$ cat src/rtl/cpu_pkg.sv
// Shared CPU front-end types and constants.
// Widths, reset PC, bubble encoding and fetch FSM states.
package cpu_pkg;

  localparam int PC_W    = 8;
  localparam int INSTR_W = 32;

  localparam logic [PC_W-1:0]    RESET_PC  = 8'h00;
  localparam logic [INSTR_W-1:0] NOP_INSTR = 32'h0000_0013;

  typedef enum logic {
    BOOT,
    RUN
  } fetch_state_t;

endpackage

$ cat src/rtl/fetch_stage_if.sv
// Fetch stage bus: imem, BTB, branch resolution and IF/ID outputs.
// master = fetch stage, slave = surrounding core / bench.
interface fetch_stage_if #(
  parameter int CNT_W = 16
);
  import cpu_pkg::*;

  logic               stall;
  logic [INSTR_W-1:0] imem_rdata;
  logic               bp_taken;
  logic [PC_W-1:0]    bp_target;
  logic               branch_indicator;
  logic               branch;
  logic [PC_W-1:0]    pc_branch;

  logic [PC_W-1:0]    imem_addr;
  logic [PC_W-1:0]    pc;
  logic [PC_W-1:0]    if_id_pc;
  logic [INSTR_W-1:0] if_id_instr;
  logic               if_id_valid;
  logic               if_id_pred_taken;
  logic [PC_W-1:0]    if_id_pred_target;
  logic               flush;
  logic [CNT_W-1:0]   mispredict_count;

  modport master (
    input  stall, imem_rdata, bp_taken, bp_target,
    input  branch_indicator, branch, pc_branch,
    output imem_addr, pc, if_id_pc, if_id_instr,
    output if_id_valid, if_id_pred_taken,
    output if_id_pred_target, flush, mispredict_count
  );

  modport slave (
    output stall, imem_rdata, bp_taken, bp_target,
    output branch_indicator, branch, pc_branch,
    input  imem_addr, pc, if_id_pc, if_id_instr,
    input  if_id_valid, if_id_pred_taken,
    input  if_id_pred_target, flush, mispredict_count
  );

endinterface

$ cat src/rtl/if_id_reg.sv
// IF/ID pipeline register.
// Bubble beats stall; stall holds every field.
module if_id_reg
  import cpu_pkg::*;
(
  input  logic               clk,
  input  logic               rst,
  input  logic               i_bubble,
  input  logic               i_stall,
  input  logic [PC_W-1:0]    i_pc,
  input  logic [INSTR_W-1:0] i_instr,
  input  logic               i_pred_taken,
  input  logic [PC_W-1:0]    i_pred_target,
  output logic [PC_W-1:0]    o_pc,
  output logic [INSTR_W-1:0] o_instr,
  output logic               o_valid,
  output logic               o_pred_taken,
  output logic [PC_W-1:0]    o_pred_target
);

  logic [PC_W-1:0]    r_pc;
  logic [INSTR_W-1:0] r_instr;
  logic               r_valid;
  logic               r_pred_taken;
  logic [PC_W-1:0]    r_pred_target;

  always_ff @(posedge clk) begin
    if (rst || i_bubble) begin
      r_pc          <= '0;
      r_instr       <= NOP_INSTR;
      r_valid       <= 1'b0;
      r_pred_taken  <= 1'b0;
      r_pred_target <= '0;
    end else if (!i_stall) begin
      r_pc          <= i_pc;
      r_instr       <= i_instr;
      r_valid       <= 1'b1;
      r_pred_taken  <= i_pred_taken;
      r_pred_target <= i_pred_target;
    end
  end

  assign o_pc          = r_pc;
  assign o_instr       = r_instr;
  assign o_valid       = r_valid;
  assign o_pred_taken  = r_pred_taken;
  assign o_pred_target = r_pred_target;

endmodule

$ cat src/rtl/fetch_stage.sv
// IF stage: PC, BTB-steered next-PC, mispredict check on ID branches.
// Owns the IF/ID register and a saturating mispredict counter.
module fetch_stage
  import cpu_pkg::*;
#(
  parameter int CNT_W = 16
) (
  input  logic          clk,
  input  logic          rst,
  fetch_stage_if.master bus
);

  fetch_state_t    r_state;
  logic [PC_W-1:0] r_pc;
  logic [CNT_W-1:0] r_cnt;

  logic [PC_W-1:0] w_pc_plus4;
  logic [PC_W-1:0] w_redirect;
  logic [PC_W-1:0] w_pc_next;
  logic [PC_W-1:0] w_pred_target;
  logic            w_resolve;
  logic            w_mispredict;
  logic            w_bubble;

  assign w_pc_plus4 = r_pc + PC_W'(4);

  assign w_resolve = bus.branch_indicator
                   & bus.if_id_valid
                   & ~bus.stall;

  assign w_mispredict = w_resolve & (
      (bus.branch != bus.if_id_pred_taken) |
      (bus.branch & bus.if_id_pred_taken &
       (bus.pc_branch != bus.if_id_pred_target)));

  // Not-taken recovery restarts right after the branch.
  assign w_redirect = bus.branch ? bus.pc_branch
                                 : bus.if_id_pc + PC_W'(4);

  always_comb begin
    w_pc_next = r_pc;
    if (r_state == BOOT)   w_pc_next = r_pc;
    else if (w_mispredict) w_pc_next = w_redirect;
    else if (bus.stall)    w_pc_next = r_pc;
    else if (bus.bp_taken) w_pc_next = bus.bp_target;
    else                   w_pc_next = w_pc_plus4;
  end

  assign w_pred_target = bus.bp_taken ? bus.bp_target
                                      : w_pc_plus4;
  assign w_bubble = (r_state == BOOT) | w_mispredict;

  always_ff @(posedge clk) begin
    if (rst) begin
      r_state <= BOOT;
      r_pc    <= RESET_PC;
      r_cnt   <= '0;
    end else begin
      unique case (r_state)
        BOOT:    r_state <= RUN;
        RUN:     r_state <= RUN;
        default: r_state <= BOOT;
      endcase
      r_pc <= w_pc_next;
      if (w_mispredict && !(&r_cnt))
        r_cnt <= r_cnt + CNT_W'(1);
    end
  end

  if_id_reg u_if_id (
    .clk           (clk),
    .rst           (rst),
    .i_bubble      (w_bubble),
    .i_stall       (bus.stall),
    .i_pc          (r_pc),
    .i_instr       (bus.imem_rdata),
    .i_pred_taken  (bus.bp_taken),
    .i_pred_target (w_pred_target),
    .o_pc          (bus.if_id_pc),
    .o_instr       (bus.if_id_instr),
    .o_valid       (bus.if_id_valid),
    .o_pred_taken  (bus.if_id_pred_taken),
    .o_pred_target (bus.if_id_pred_target)
  );

  assign bus.pc               = r_pc;
  assign bus.imem_addr        = r_pc;
  assign bus.flush            = w_mispredict;
  assign bus.mispredict_count = r_cnt;

endmodule
$ cat src/flat_wrapper.sv
// flat-port wrapper written by rule: the top's interface ports become plain ports
module fetch_stage_flat import cpu_pkg::*;
#(
  parameter int CNT_W = 16
)
  (clk, rst, bus_stall, bus_imem_rdata, bus_bp_taken, bus_bp_target, bus_branch_indicator, bus_branch, bus_pc_branch, bus_imem_addr, bus_pc, bus_if_id_pc, bus_if_id_instr, bus_if_id_valid, bus_if_id_pred_taken, bus_if_id_pred_target, bus_flush, bus_mispredict_count);
  fetch_stage_if #(.CNT_W(CNT_W)) bus_i ();
  input  logic clk;
  input  logic rst;
  input wire logic [$bits(bus_i.stall)-1:0] bus_stall;
  input wire logic [$bits(bus_i.imem_rdata)-1:0] bus_imem_rdata;
  input wire logic [$bits(bus_i.bp_taken)-1:0] bus_bp_taken;
  input wire logic [$bits(bus_i.bp_target)-1:0] bus_bp_target;
  input wire logic [$bits(bus_i.branch_indicator)-1:0] bus_branch_indicator;
  input wire logic [$bits(bus_i.branch)-1:0] bus_branch;
  input wire logic [$bits(bus_i.pc_branch)-1:0] bus_pc_branch;
  output wire logic [$bits(bus_i.imem_addr)-1:0] bus_imem_addr;
  output wire logic [$bits(bus_i.pc)-1:0] bus_pc;
  output wire logic [$bits(bus_i.if_id_pc)-1:0] bus_if_id_pc;
  output wire logic [$bits(bus_i.if_id_instr)-1:0] bus_if_id_instr;
  output wire logic [$bits(bus_i.if_id_valid)-1:0] bus_if_id_valid;
  output wire logic [$bits(bus_i.if_id_pred_taken)-1:0] bus_if_id_pred_taken;
  output wire logic [$bits(bus_i.if_id_pred_target)-1:0] bus_if_id_pred_target;
  output wire logic [$bits(bus_i.flush)-1:0] bus_flush;
  output wire logic [$bits(bus_i.mispredict_count)-1:0] bus_mispredict_count;
  assign bus_i.stall = bus_stall;
  assign bus_i.imem_rdata = bus_imem_rdata;
  assign bus_i.bp_taken = bus_bp_taken;
  assign bus_i.bp_target = bus_bp_target;
  assign bus_i.branch_indicator = bus_branch_indicator;
  assign bus_i.branch = bus_branch;
  assign bus_i.pc_branch = bus_pc_branch;
  assign bus_imem_addr = bus_i.imem_addr;
  assign bus_pc = bus_i.pc;
  assign bus_if_id_pc = bus_i.if_id_pc;
  assign bus_if_id_instr = bus_i.if_id_instr;
  assign bus_if_id_valid = bus_i.if_id_valid;
  assign bus_if_id_pred_taken = bus_i.if_id_pred_taken;
  assign bus_if_id_pred_target = bus_i.if_id_pred_target;
  assign bus_flush = bus_i.flush;
  assign bus_mispredict_count = bus_i.mispredict_count;
  fetch_stage #(.CNT_W(CNT_W)) u_core (.clk(clk), .rst(rst), .bus(bus_i));
endmodule
$ cat config.mk
export PLATFORM = sky130hd
export DESIGN_NAME = fetch_stage_flat
export DESIGN_NICKNAME = d
export VERILOG_FILES = /design/src/rtl/cpu_pkg.sv /design/src/rtl/fetch_stage_if.sv /design/src/rtl/if_id_reg.sv /design/src/rtl/fetch_stage.sv /design/src/flat_wrapper.sv
export SDC_FILE = /design/constraint.sdc
export NUM_CORES = 1
export LEC_CHECK = 0
export ABC_AREA = 1
export CAP_MARGIN = 15
export CORE_UTILIZATION = 41
export CTS_BUF_LIST = sky130_fd_sc_hd__clkbuf_8
export DETAILED_ROUTE_END_ITERATION = 7
export HOLD_SLACK_MARGIN = 0.15
export PLACE_DENSITY = 0.79
export SLEW_MARGIN = 20
export SYNTH_ARGS = -nofsm -noshare
export SYNTH_HDL_FRONTEND = slang
export SYNTH_HIERARCHICAL = 1
export SYNTH_SLANG_ARGS = --single-unit
$ cat constraint.sdc
create_clock -name clk -period 4.4 [get_ports clk]
set_input_delay 0.44 -clock clk [delete_from_list [all_inputs] [get_ports clk]]
set_output_delay 0.44 -clock clk [all_outputs]
set_load 0.005 [all_outputs]
======== After elaboration in Yosys (flattened, before gate mapping) ========
Cells that the tools add are included.
storage, ports and cells
  bits in latches ......................... 0
  memories kept ........................... 0
  register bits after elaboration ......... 75
  output and inout bits ................... 83
  word-level logic and storage cells ...... 33
  memory bits (read-only) ................. 0
  bits in writable memories ............... 0
  input port bits ......................... 54
operators by class
  div/mod/pow operators ................... 0
  shift operators ......................... 0
  bitwise gates (word level) .............. 9
  equality and inequality tests ........... 3
  multipliers ............................. 0
  reductions and logical operators ........ 5
  $lt $le $gt $ge ......................... 0
  $add $sub $neg .......................... 3
  muxes and demuxes ....................... 5
operators with widths
  cell                                                                      number
  8-bit two-way mux                                                         4
  16-bit by 1-bit adder with 16-bit output (second input constant)          1
  8-bit by 3-bit adder with 8-bit output (second input constant)            2
  16-bit AND reduction                                                      1
  8-bit inequality test                                                     1
  1-bit bitwise AND                                                         5
  2-bit by 1-bit inequality test with 1-bit output (second input constant)  1
  1-bit inverter                                                            2
  1-bit bitwise OR                                                          2
  2-bit AND reduction                                                       1
  1-bit logical AND                                                         1
  1-bit zero test                                                           1
  1-bit logical OR                                                          1
  1-bit two-way mux                                                         1
  1-bit inequality test                                                     1

======== Logic depth before layout (Yosys ltp) ========
Gate-level depths: netlist (run 1).
  word-level depth ........................ 6
  gate-level depth with buffers ........... 14
  gate-level depth less buffers ........... 13

======== Cells and area by module ========
Netlist (run 1), hierarchy kept.
modules (own cells, without submodules)
  module       cells an instance  seq. area each (µm²)  area an instance (µm²)  times used
  if_id_reg    308                1,001.0               2,033.2                 1
  fetch_stage  311                500.5                 1,999.4                 1

======== Least setup slack after synthesis (run 1) ========
Ideal clock, no wire load.
  kind .................................... register -> register
  start point ............................. reg u_core.r_cnt[0], in the netlist u_core/bus.mispredict_count[0]
  end point ............................... reg u_core.r_cnt[11], in the netlist u_core/bus.mispredict_count[11]
  slack ................................... 2.602 ns
  path buffers ............................ 1
  arrival time ............................ 1.658 ns
  clock period less this slack ............ 1.798 ns
  setup time .............................. 0.139 ns
  stages on the path, launching flop included .. 10
  required time ........................... 4.261 ns
  path through ............................ dfxtp_1 > ha_1 > nand2_1 > nor2_4 > nand3_4 > nor3_4 > nand3b_4 > clkbuf_1 > nand3_1 > a21oi_2
on the way
  word-level cells in the longest chain between the ends .. 3
  elaborated cells between the ends (all ways) .. 4
ends and longest elaborated chain
  item                                                                                              RTL line           text
  start: declaration                                                                                fetch_stage.sv:15  logic [CNT_W-1:0] r_cnt;
  start signal: assignment                                                                          fetch_stage.sv:66  r_cnt <= r_cnt + CNT_W'(1);
  parallel branches: the longest is 3 deep, another holds 16-bit by 1-bit adder with 16-bit output  n/a
Parallel ways; which one is timed is not known.
A chain may end at the register's enable or synchronous reset.

======== Final worst setup path (run 1) ========
  start point ............................. in bus_branch
  end point ............................... out bus_flush
on the way
  word-level cells in the longest chain between the ends .. 4
  elaborated cells between the ends (all ways) .. 5
ends and longest elaborated chain
  item                             RTL line            text
  start: declaration               flat_wrapper.sv:15  input wire logic [$bits(bus_i.branch)-1:0] bus_branch;
  1-bit bitwise AND (2 in series)  fetch_stage.sv:33   (bus.branch & bus.if_id_pred_taken &
  1-bit bitwise OR *               fetch_stage.sv:32   (bus.branch != bus.if_id_pred_taken) |
  1-bit bitwise AND *              fetch_stage.sv:31   assign w_mispredict = w_resolve & (
  end: declaration                 flat_wrapper.sv:24  output wire logic [$bits(bus_i.flush)-1:0] bus_flush;
Every way passes the cells marked *; elsewhere a longest branch is shown, timed or not.

==> results.yml, run 1 <==
run_status:
  status: "finished, final reports clean"
logic_synthesis:
  ys_ff_latch: 75
  synthArstFlopShare_pct: 0
  yosysMostFrequentCell: "nand2_1"
  netlist_instances: 619
  yosys_most_used_dff: "dfxtp_1"
  synthesis.area_mm2: 0.00403
  syn_nets: 677
  avgSynthCellArea_um2: 6.51
  ys_types: 28
  ys_seq_area_share_pct: 37.2
  synth_area_leaders: "dfxtp_1 37%, nand2_1 17%, nor2_1 10%"
  synth_top_area_share_pct: 37.2
  synth_common_cells: "187 x nand2_1, 107 x nor2_1, 87 x inv_1"
  yosysTopAreaCell: "dfxtp_1"
  yosys_warnings: 6
  synth_edf_count: 0
final_layout:
  seqCellArea_mm2: 0.00150
  insertedDiodeCount: 0
  nets: 795
  fillers: 890
  fin_cells: 871
  multi_input_area_mm2: 0.00199
  drive_gt1_share_pct: 5.80
  area_growth_pct: 39.3
die:
  io_pins: 137
  die_y_um: 101
  die-area_mm2: 0.0102
  die_w_um: 101
  start_util_pct: 43.0
  std_cell_rows: 35
  core_mm2: 0.00937
min_path:
  holdCritPathClass: "reg2reg"
  hold_end: "u_core/u_if_id/o_instr[1]"
  min_path_cells: 2
  hold_start: "u_core/u_if_id/o_instr[1]"
timing:
  worst_slack_ns: 1.24
  timing.fmax_ghz: 0.316
  period_share_pct: 71.9
  slew_headroom_pct: 40.0
  fin_crit_ns: 3.16
  fin_worst_skew_ns: 0.0110
  finalSetupViolCount: 0
  setup-tns-final_ns: 0
  grt_setup_unrepaired: "no"
  tightest_slew_ns: 0.901
  slew_violations: 0
  hold_viol_final: 0
grt:
  grt_overflow: 0
  grt_max_degree: 98
  antenna_found_initial: 0
  track_usage_pct: 20.9
  grt_pass1_vias: 3631
  grt_pass1_wl_mm: 17.0
drt:
  dr.pass1.iters: 4
  ant_nets: 0
  routed_wl_mm: 10.8
  viasPerCell: 4.61
  vias: 4018
  drc_errors: 0
  drtIter0Drc: 174
  avgRoutedWirePerCell_um: 12.3
critical_path:
  r2r_cells: 11
  regToRegStartpoint: "u_core/u_if_id/o_pred_target[6]"
  rrSetupSlack_ns: 2.09
  critPathLaunchType: "input port"
  critical_path_arrival_ns: 2.72
  cp.required_ns: 3.96
  crit_type: "in2out"
  path_max_fanout: 17
  worstSetupEndpointType: "output pin"
  worstReg2RegEnd: "u_core/u_if_id/o_instr[4]"
place:
  portBuffers: 136
  gp_congestion: 0.943
  place_worst_setup_slack_ns: 1.26
  dpl.hpwl_mm: 7.86
  post-place-cells: 855
cts:
  cts_tree: "built"
  clock_latency_ns: 0.35
  clock_path_buffers: 2
  cts_hold_buf: 0
  htree_levels: 3
  post-cts-setup-buffers: 0
  cts_resized: 0
  clk_pin_slew_worst_paths_ns: 0.09
  cts_inserted_buffers: 9
  clkSinkCount: 75
  cts-root-buf: "clkbuf_8"
power_and_ir_drop:
  power_density_mw_per_mm2: 288
  ir_drop_mv: 0.148
  p_leak_nw: 2.39
run:
  cap_violations: 0
-- report_power, final --
part           internal (mW)  total (mW)  switching [mW]
clock                  0.389       0.665           0.277
sequential             0.702       0.722          0.0202
combinational          0.124       0.233           0.109
total                   1.21        1.62           0.406
-- logic make-up after synthesis --
family | after synthesis | share of synthesized area [%]
flops | 75 | 37.2
xor+xnor | 22 | 4.78
mux | 1 | 0.248
buf+inv | 120 | 13.5
compound gates | 38 | 5.71
fa+ha+maj | 4 | 1.24
simple gates | 359 | 37.3
-- metrics by stage --
step / utilization (%) / total power, mW / hold slack [ns] / cell area (um^2)
after floorplan: - / 0.852 / 0.465 / 4030
after global placement: 57.2 / 0.964 / 0.454 / 5360
after detailed placement: 57.2 / 0.970 / 0.460 / 5360
after CTS: 59.9 / 1.64 / 0.487 / 5620
after global routing: 59.9 / 1.70 / 0.517 / 5620
final: 59.9 / 1.62 / 0.487 / 5620
-- routing by layer --
| metal | wire (um) | GRT usage (%) |
|---|---|---|
| met5 | 0 | 0 |
| met4 | 156 | 8.25 |
| met3 | 579 | 2.90 |
| met2 | 5270 | 35.4 |
| met1 | 4740 | 27.0 |
-- worst max-delay path: stages --
cell and delay [ns]:
clkdlybuf4s50_1 0.62, ha_1 0.40, inv_1 0.04, nand2_2 0.17, nand2_2 0.17, inv_2 0.30, clkdlybuf4s50_1 0.57
-- cell usage in the layout, fill, tap and decap left out, drive strengths merged --
cell type / count
or2: 3
xor2: 11
ha: 4
a21oi: 24
buf: 4
nand3b: 2
nor2: 110
o21a: 1
clkbuf: 9
mux2i: 1
dfxtp: 75
xnor2: 11
clkdlybuf4s50: 135
o21ai: 13
nand4: 4
bufinv: 3
nand3: 47
nand2: 189
nor3: 4
inv: 92
-- flip-flops by register name, summed over array words and instances, names as in the netlist --
signal / cells
u_core/u_if_id/o_instr: 32
u_core/bus.mispredict_count: 16
u_core/bus.imem_addr: 8
u_core/u_if_id/o_pc: 8
u_core/u_if_id/o_pred_target: 8
u_core/r_state: 1
u_core/u_if_id/o_pred_taken: 1
u_core/u_if_id/o_valid: 1
-- layout make-up --
class	count	share of cell area, %
clock buffer	9	2.21
clock inverter	7	2.32
inverter	88	5.88
multi-input combinational	424	35.4
sequential	75	26.7
tap	129	2.87
timing repair buffer	139	24.5
-- worst max-delay path by stage --
stage / from / endpoint / slack, ns / cells past startpoint
floorplan: u_core/bus.mispredict_count[0] / u_core/bus.mispredict_count[11] / 2.60 / 9
global placement: bus_branch / bus_flush / 1.33 / 7
detailed placement: bus_branch / bus_flush / 1.26 / 7
CTS: bus_branch / bus_flush / 1.25 / 7
global route: bus_branch / bus_flush / 1.12 / 7
finish: bus_branch / bus_flush / 1.24 / 7
No activity file was read; power rests on OpenSTA's default activity.
==> run 2, diff against run 1 <==
Clock period 4.4 ns to 3.1 ns, I/O delays scaled along.
==> run 2 against run 1 <==
Net effect: non-clock buffer count is 2 higher; die area did not move; hold slack gained 0.00089 ns; core utilization increased by 0.053 points; highest routed layer unchanged.
==> results.yml, run 2 (synthesized netlist as in run 1, its figures left out) <==
cts:
  post-cts-setup-buffers: 0
  clock_path_buffers: 2
  cts-root-buf: "clkbuf_8"
  cts_tree: "built"
  cts_hold_buf: 0
  cts_inserted_buffers: 9
  clk_pin_slew_worst_paths_ns: 0.09
  clkSinkCount: 75
  htree_levels: 3
  cts_resized: 0
  clock_latency_ns: 0.34
final_layout:
  largest_reg_flops: 32
  insertedDiodeCount: 0
  nets: 797
  final_cell_mix: "187 x nand2_1, 135 x clkdlybuf4s50_1, 107 x nor2_1"
  fillers: 890
  drive_gt1_share_pct: 6.05
  finalInstanceArea_mm2: 0.00562
  final_common_cell: "nand2_1"
  final_core_util_pct: 60.0
  area_growth_pct: 39.4
timing:
  period_share_pct: 81.3
  tightest_slew_ns: 0.881
  hold_viol_final: 0
  fin_worst_skew_ns: 0.0111
  grt_setup_unrepaired: "no"
  setup-tns-final_ns: 0
  timing.fmax_ghz: 0.397
  slew_headroom_pct: 41.2
  slew_violations: 0
  finalSetupViolCount: 0
  fin_crit_ns: 2.52
power_and_ir_drop:
  power_density_mw_per_mm2: 396
  power.internal_mw: 1.64
  switching_share_pct: 26.2
  combPwrFrac_pct: 15.0
  switchingPower_mw: 0.583
  p_leak_nw: 2.39
  seqPwrFrac_pct: 46.0
  ir_drop_mv: 0.217
  pwr-share-clk_pct: 39.0
place:
  placed_cell_area_mm2: 0.00539
  dpl.hpwl_mm: 8.13
  gp_congestion: 0.858
  portBuffers: 136
critical_path:
  critical_path_arrival_ns: 2.21
  rrSetupSlack_ns: 0.90
  regToRegStartpoint: "u_core/bus.mispredict_count[0]"
  cp_common_cell: "nand2_1"
  path_cells: "clkdlybuf4s50_1, inv_1, nand2_1, nand2_1, nand2_1, nor2_1, nand2_1, nand2_1, nand2_2, nand2_2, inv_2, clkdlybuf4s50_1"
  r2r_cells: 9
  worstReg2RegEnd: "u_core/bus.mispredict_count[12]"
  startpoint: "bus_pc_branch[7]"
  cp.required_ns: 2.79
  crit_path_top_delay_cell: "clkdlybuf4s50_1"
  crit_type: "in2out"
  path_max_fanout: 10
  critPathLaunchType: "input port"
  worstSetupEndpointType: "output pin"
  slowest_delay_ns: 0.51
drt:
  avgRoutedWirePerCell_um: 12.6
  vias: 4034
  drc_errors: 0
  dr.pass1.iters: 4
  routed_wl_mm: 11.0
  ant_nets: 0
  drtIter0Drc: 167
  viasPerCell: 4.62
run:
  cap_violations: 0
run_status:
  status: "finished, final reports clean"
grt:
  grt_pass1_wl_mm: 17.4
  grt_max_degree: 98
  antenna_found_initial: 0
  grt_overflow: 0
  track_usage_pct: 21.4
  grt_pass1_vias: 3740
die:
  std_cell_rows: 35
  die-area_mm2: 0.0102
  io_pins: 137
  die_w_um: 101
  die_y_um: 101
  start_util_pct: 43.0
  core_mm2: 0.00937
min_path:
  hold_end: "u_core/u_if_id/o_instr[4]"
  min_path_cells: 2
  hold_start: "u_core/u_if_id/o_instr[4]"
  holdCritPathClass: "reg2reg"
-- run 2: changes by cell type in the layout (fill, tap and decap cells not counted), sizes merged --
cell and change:
buf +2, bufinv -1, inv -1, clkinv +1, clkinvlp +1
-- run 2: cell type report --
class	instances	area, um^2	area share, %
Clock inverter	7	108	1.91
Sequential cell	75	1500	26.7
Tap cell	129	161	2.87
Timing Repair Buffer	141	1410	25.0
Multi-Input combinational cell	424	1990	35.4
Clock buffer	9	124	2.20
Inverter	88	330	5.88
-- run 2: stage by stage --
stage	instances	power (mW)	setup slack, ns	hold WS, ns
after floorplan	619	1.21	1.30	0.423
after global placement	857	1.37	0.651	0.456
after detailed placement	857	1.38	0.599	0.468
after CTS	873	2.25	0.584	0.491
after global routing	873	2.33	0.416	0.523
final	873	2.23	0.579	0.488
-- run 2: layer usage --
metal	track usage, %	vias to the layer above	share of wire, %
met3	3.59	14	6.8
met4	8.25	0	1.6
met2	36.9	142	49
li1	-	2095	-
met1	26.8	1783	43
met5	0	-	0
-- run 2: power by group through the flow --
stage	logic (mW)	registers, mW	clock network, mW
3_5_place_dp	0.334	1.05	0
5_1_grt	0.371	1.03	0.927
4_1_cts	0.336	1.03	0.886
6_report	0.335	1.02	0.868
3_3_place_gp	0.326	1.05	0
2_1_floorplan	0.165	1.04	0
-- run 2: worst max-delay path, delay by kind of cell --
family                 cells  cell delay [ns]
buffers and inverters      4             1.21
AND/OR/NAND/NOR            8             0.69
-- run 2: how the worst max path moves through the flow --
stage                                                  to  cells past startpoint  slack (ns)
after floorplan           u_core/bus.mispredict_count[11]                      9        1.30
after CTS                                       bus_flush                     12        0.58
after global placement                          bus_flush                     12        0.65
final                                           bus_flush                     12        0.58
after detailed placement                        bus_flush                     12        0.60
after global routing                            bus_flush                     12        0.42
==> run 3, diff against run 2 <==
Settings changed: PLACE_DENSITY 0.79 to 0.82.
Clock period 3.1 ns to 2.2 ns, I/O delays scaled along.
==> run 3 against run 2 <==
Net effect: global-route usage rose by 0.52 points; clock skew rose by 0.0019 ns; flip-flop and latch count is the same; clock-buffer cell count did not move; final cell count increased by 0.69%; largest power group unchanged.
==> results.yml, run 3 (synthesized netlist as in run 1, its figures left out) <==
place:
  gp_congestion: 0.908
  portBuffers: 136
  dpl.hpwl_mm: 8.22
drt:
  dr.pass1.iters: 5
  drtIter0Drc: 169
  drc_errors: 0
  avgRoutedWirePerCell_um: 12.7
  viasPerCell: 4.68
  vias: 4118
  ant_nets: 0
  routed_wl_mm: 11.1
power_and_ir_drop:
  pwr-share-clk_pct: 35.7
  power_density_mw_per_mm2: 531
  power.internal_mw: 2.19
  seqPwrFrac_pct: 48.1
  p_leak_nw: 2.40
  ir_drop_mv: 0.279
  switchingPower_mw: 0.809
  p_total_mw: 3.00
  combPwrFrac_pct: 16.2
  switching_share_pct: 27.0
critical_path:
  cp.required_ns: 1.98
  cp_common_cell: "nand2_1"
  path_cells: "inv_1, nand2_1, nand2_1, nand2_1, nor2_1, nand2_1, nand2_1, nand2_2, nand2_2, inv_2, clkdlybuf4s50_1"
  crit_path_top_delay_cell: "clkdlybuf4s50_1"
  crit_type: "reg2out"
  critPathLaunchType: "flop"
  slowest_delay_ns: 0.50
  critical_path_arrival_ns: 1.92
  worstSetupEndpointType: "output pin"
  path_max_fanout: 4
cts:
  cts-root-buf: "clkbuf_8"
  cts_resized: 0
  clock_path_buffers: 2
  post-cts-setup-buffers: 0
  clock_latency_ns: 0.35
  cts_hold_buf: 0
  clkSinkCount: 75
  htree_levels: 3
  cts_tree: "built"
  cts_inserted_buffers: 9
  clk_pin_slew_worst_paths_ns: 0.08
timing:
  slew_violations: 0
  grt_setup_unrepaired: "no"
  tightest_slew_ns: 0.843
  fin_crit_ns: 2.14
  setup-tns-final_ns: 0
  slew_headroom_pct: 43.8
  hold_viol_final: 0
  fin_worst_skew_ns: 0.0130
  period_share_pct: 97.3
  finalSetupViolCount: 0
  timing.fmax_ghz: 0.467
min_path:
  holdCritPathClass: "in2reg"
run_status:
  status: "finished, final reports clean"
final_layout:
  fillers: 875
  largest_reg_flops: 32
  insertedDiodeCount: 0
  area_growth_pct: 40.1
  final_cell_mix: "187 x nand2_1, 135 x clkdlybuf4s50_1, 107 x nor2_1"
  nets: 803
  final_common_cell: "nand2_1"
  drive_gt1_share_pct: 6.80
die:
  io_pins: 137
  die_y_um: 101
  core_mm2: 0.00937
  die_w_um: 101
  die-area_mm2: 0.0102
  std_cell_rows: 35
  start_util_pct: 43.0
grt:
  grt_max_degree: 93
  grt_overflow: 0
  grt_pass1_wl_mm: 17.9
  grt_pass1_vias: 3934
  track_usage_pct: 21.9
  antenna_found_initial: 0
run:
  cap_violations: 0
## run 3: cell types whose count changed in the layout (fill, tap and decap cells not counted)
cell | before | now
buf_4 | 4 | 9
inv_8 | 2 | 0
buf_12 | 1 | 2
bufinv_16 | 2 | 1
clkinv_2 | 0 | 1
clkinv_4 | 1 | 2
clkinvlp_4 | 1 | 2
## run 3: path summary, 6_finish.rpt
path                                                 startpoint                             end  slack [ns]  cells after the start
worst max-delay path            u_core/u_if_id/o_pred_target[5]                       bus_flush        0.06                     11
worst min-delay path                                  bus_stall       u_core/u_if_id/o_instr[4]        0.20                      3
worst max register to register   u_core/bus.mispredict_count[1]  u_core/bus.mispredict_count[4]        0.25                      9
worst min register to register        u_core/u_if_id/o_instr[4]       u_core/u_if_id/o_instr[4]        0.48                      2
## run 3: power by group through the flow
stage	logic, mW	registers, mW	clock network, mW
floorplan	0.232	1.47	0
global placement	0.468	1.47	0
detailed placement	0.480	1.48	0
CTS	0.483	1.45	1.11
global route	0.536	1.45	1.17
finish	0.485	1.45	1.07
## run 3: area by class of cell
type	count	area [um^2]	share of cell area [%]
repair buffers	147	1460	25.9
well taps	129	161	2.86
multi-input cells	424	1990	35.2
clock inverters	7	76.3	1.35
inverters	88	330	5.85
flip-flops and latches	75	1500	26.6
clock buffers	9	124	2.19
## run 3: critical path, delay by kind of cell, from the launching register on
kind                   cells  cell delay, ns
buffers and inverters      3            0.64
DFF                        1            0.40
and+or+nand+nor            8            0.53
## run 3: layer usage
metal / share of wire (%) / track usage (%) / vias to the layer above
met4: 0.75 / 6.80 / 0
met1: 41 / 26.0 / 1842
met2: 51 / 39.2 / 162
met3: 7.8 / 5.04 / 6
li1: - / - / 2108
met5: 0 / 0 / -
## run 3: through the flow
| stage | util, % | instances | setup slack [ns] | area (um^2) | hold WS (ns) |
|---|---|---|---|---|---|
| finish | 60.3 | 879 | 0.0586 | 5650 | 0.205 |
| CTS | 60.3 | 879 | 0.0755 | 5650 | 0.205 |
| detailed placement | 58.1 | 863 | 0.129 | 5450 | 0.465 |
| floorplan | - | 619 | 0.402 | 4030 | 0.333 |
| global placement | 58.1 | 863 | 0.187 | 5450 | 0.459 |
| global route | 60.3 | 879 | 0.00279 | 5650 | 0.235 |
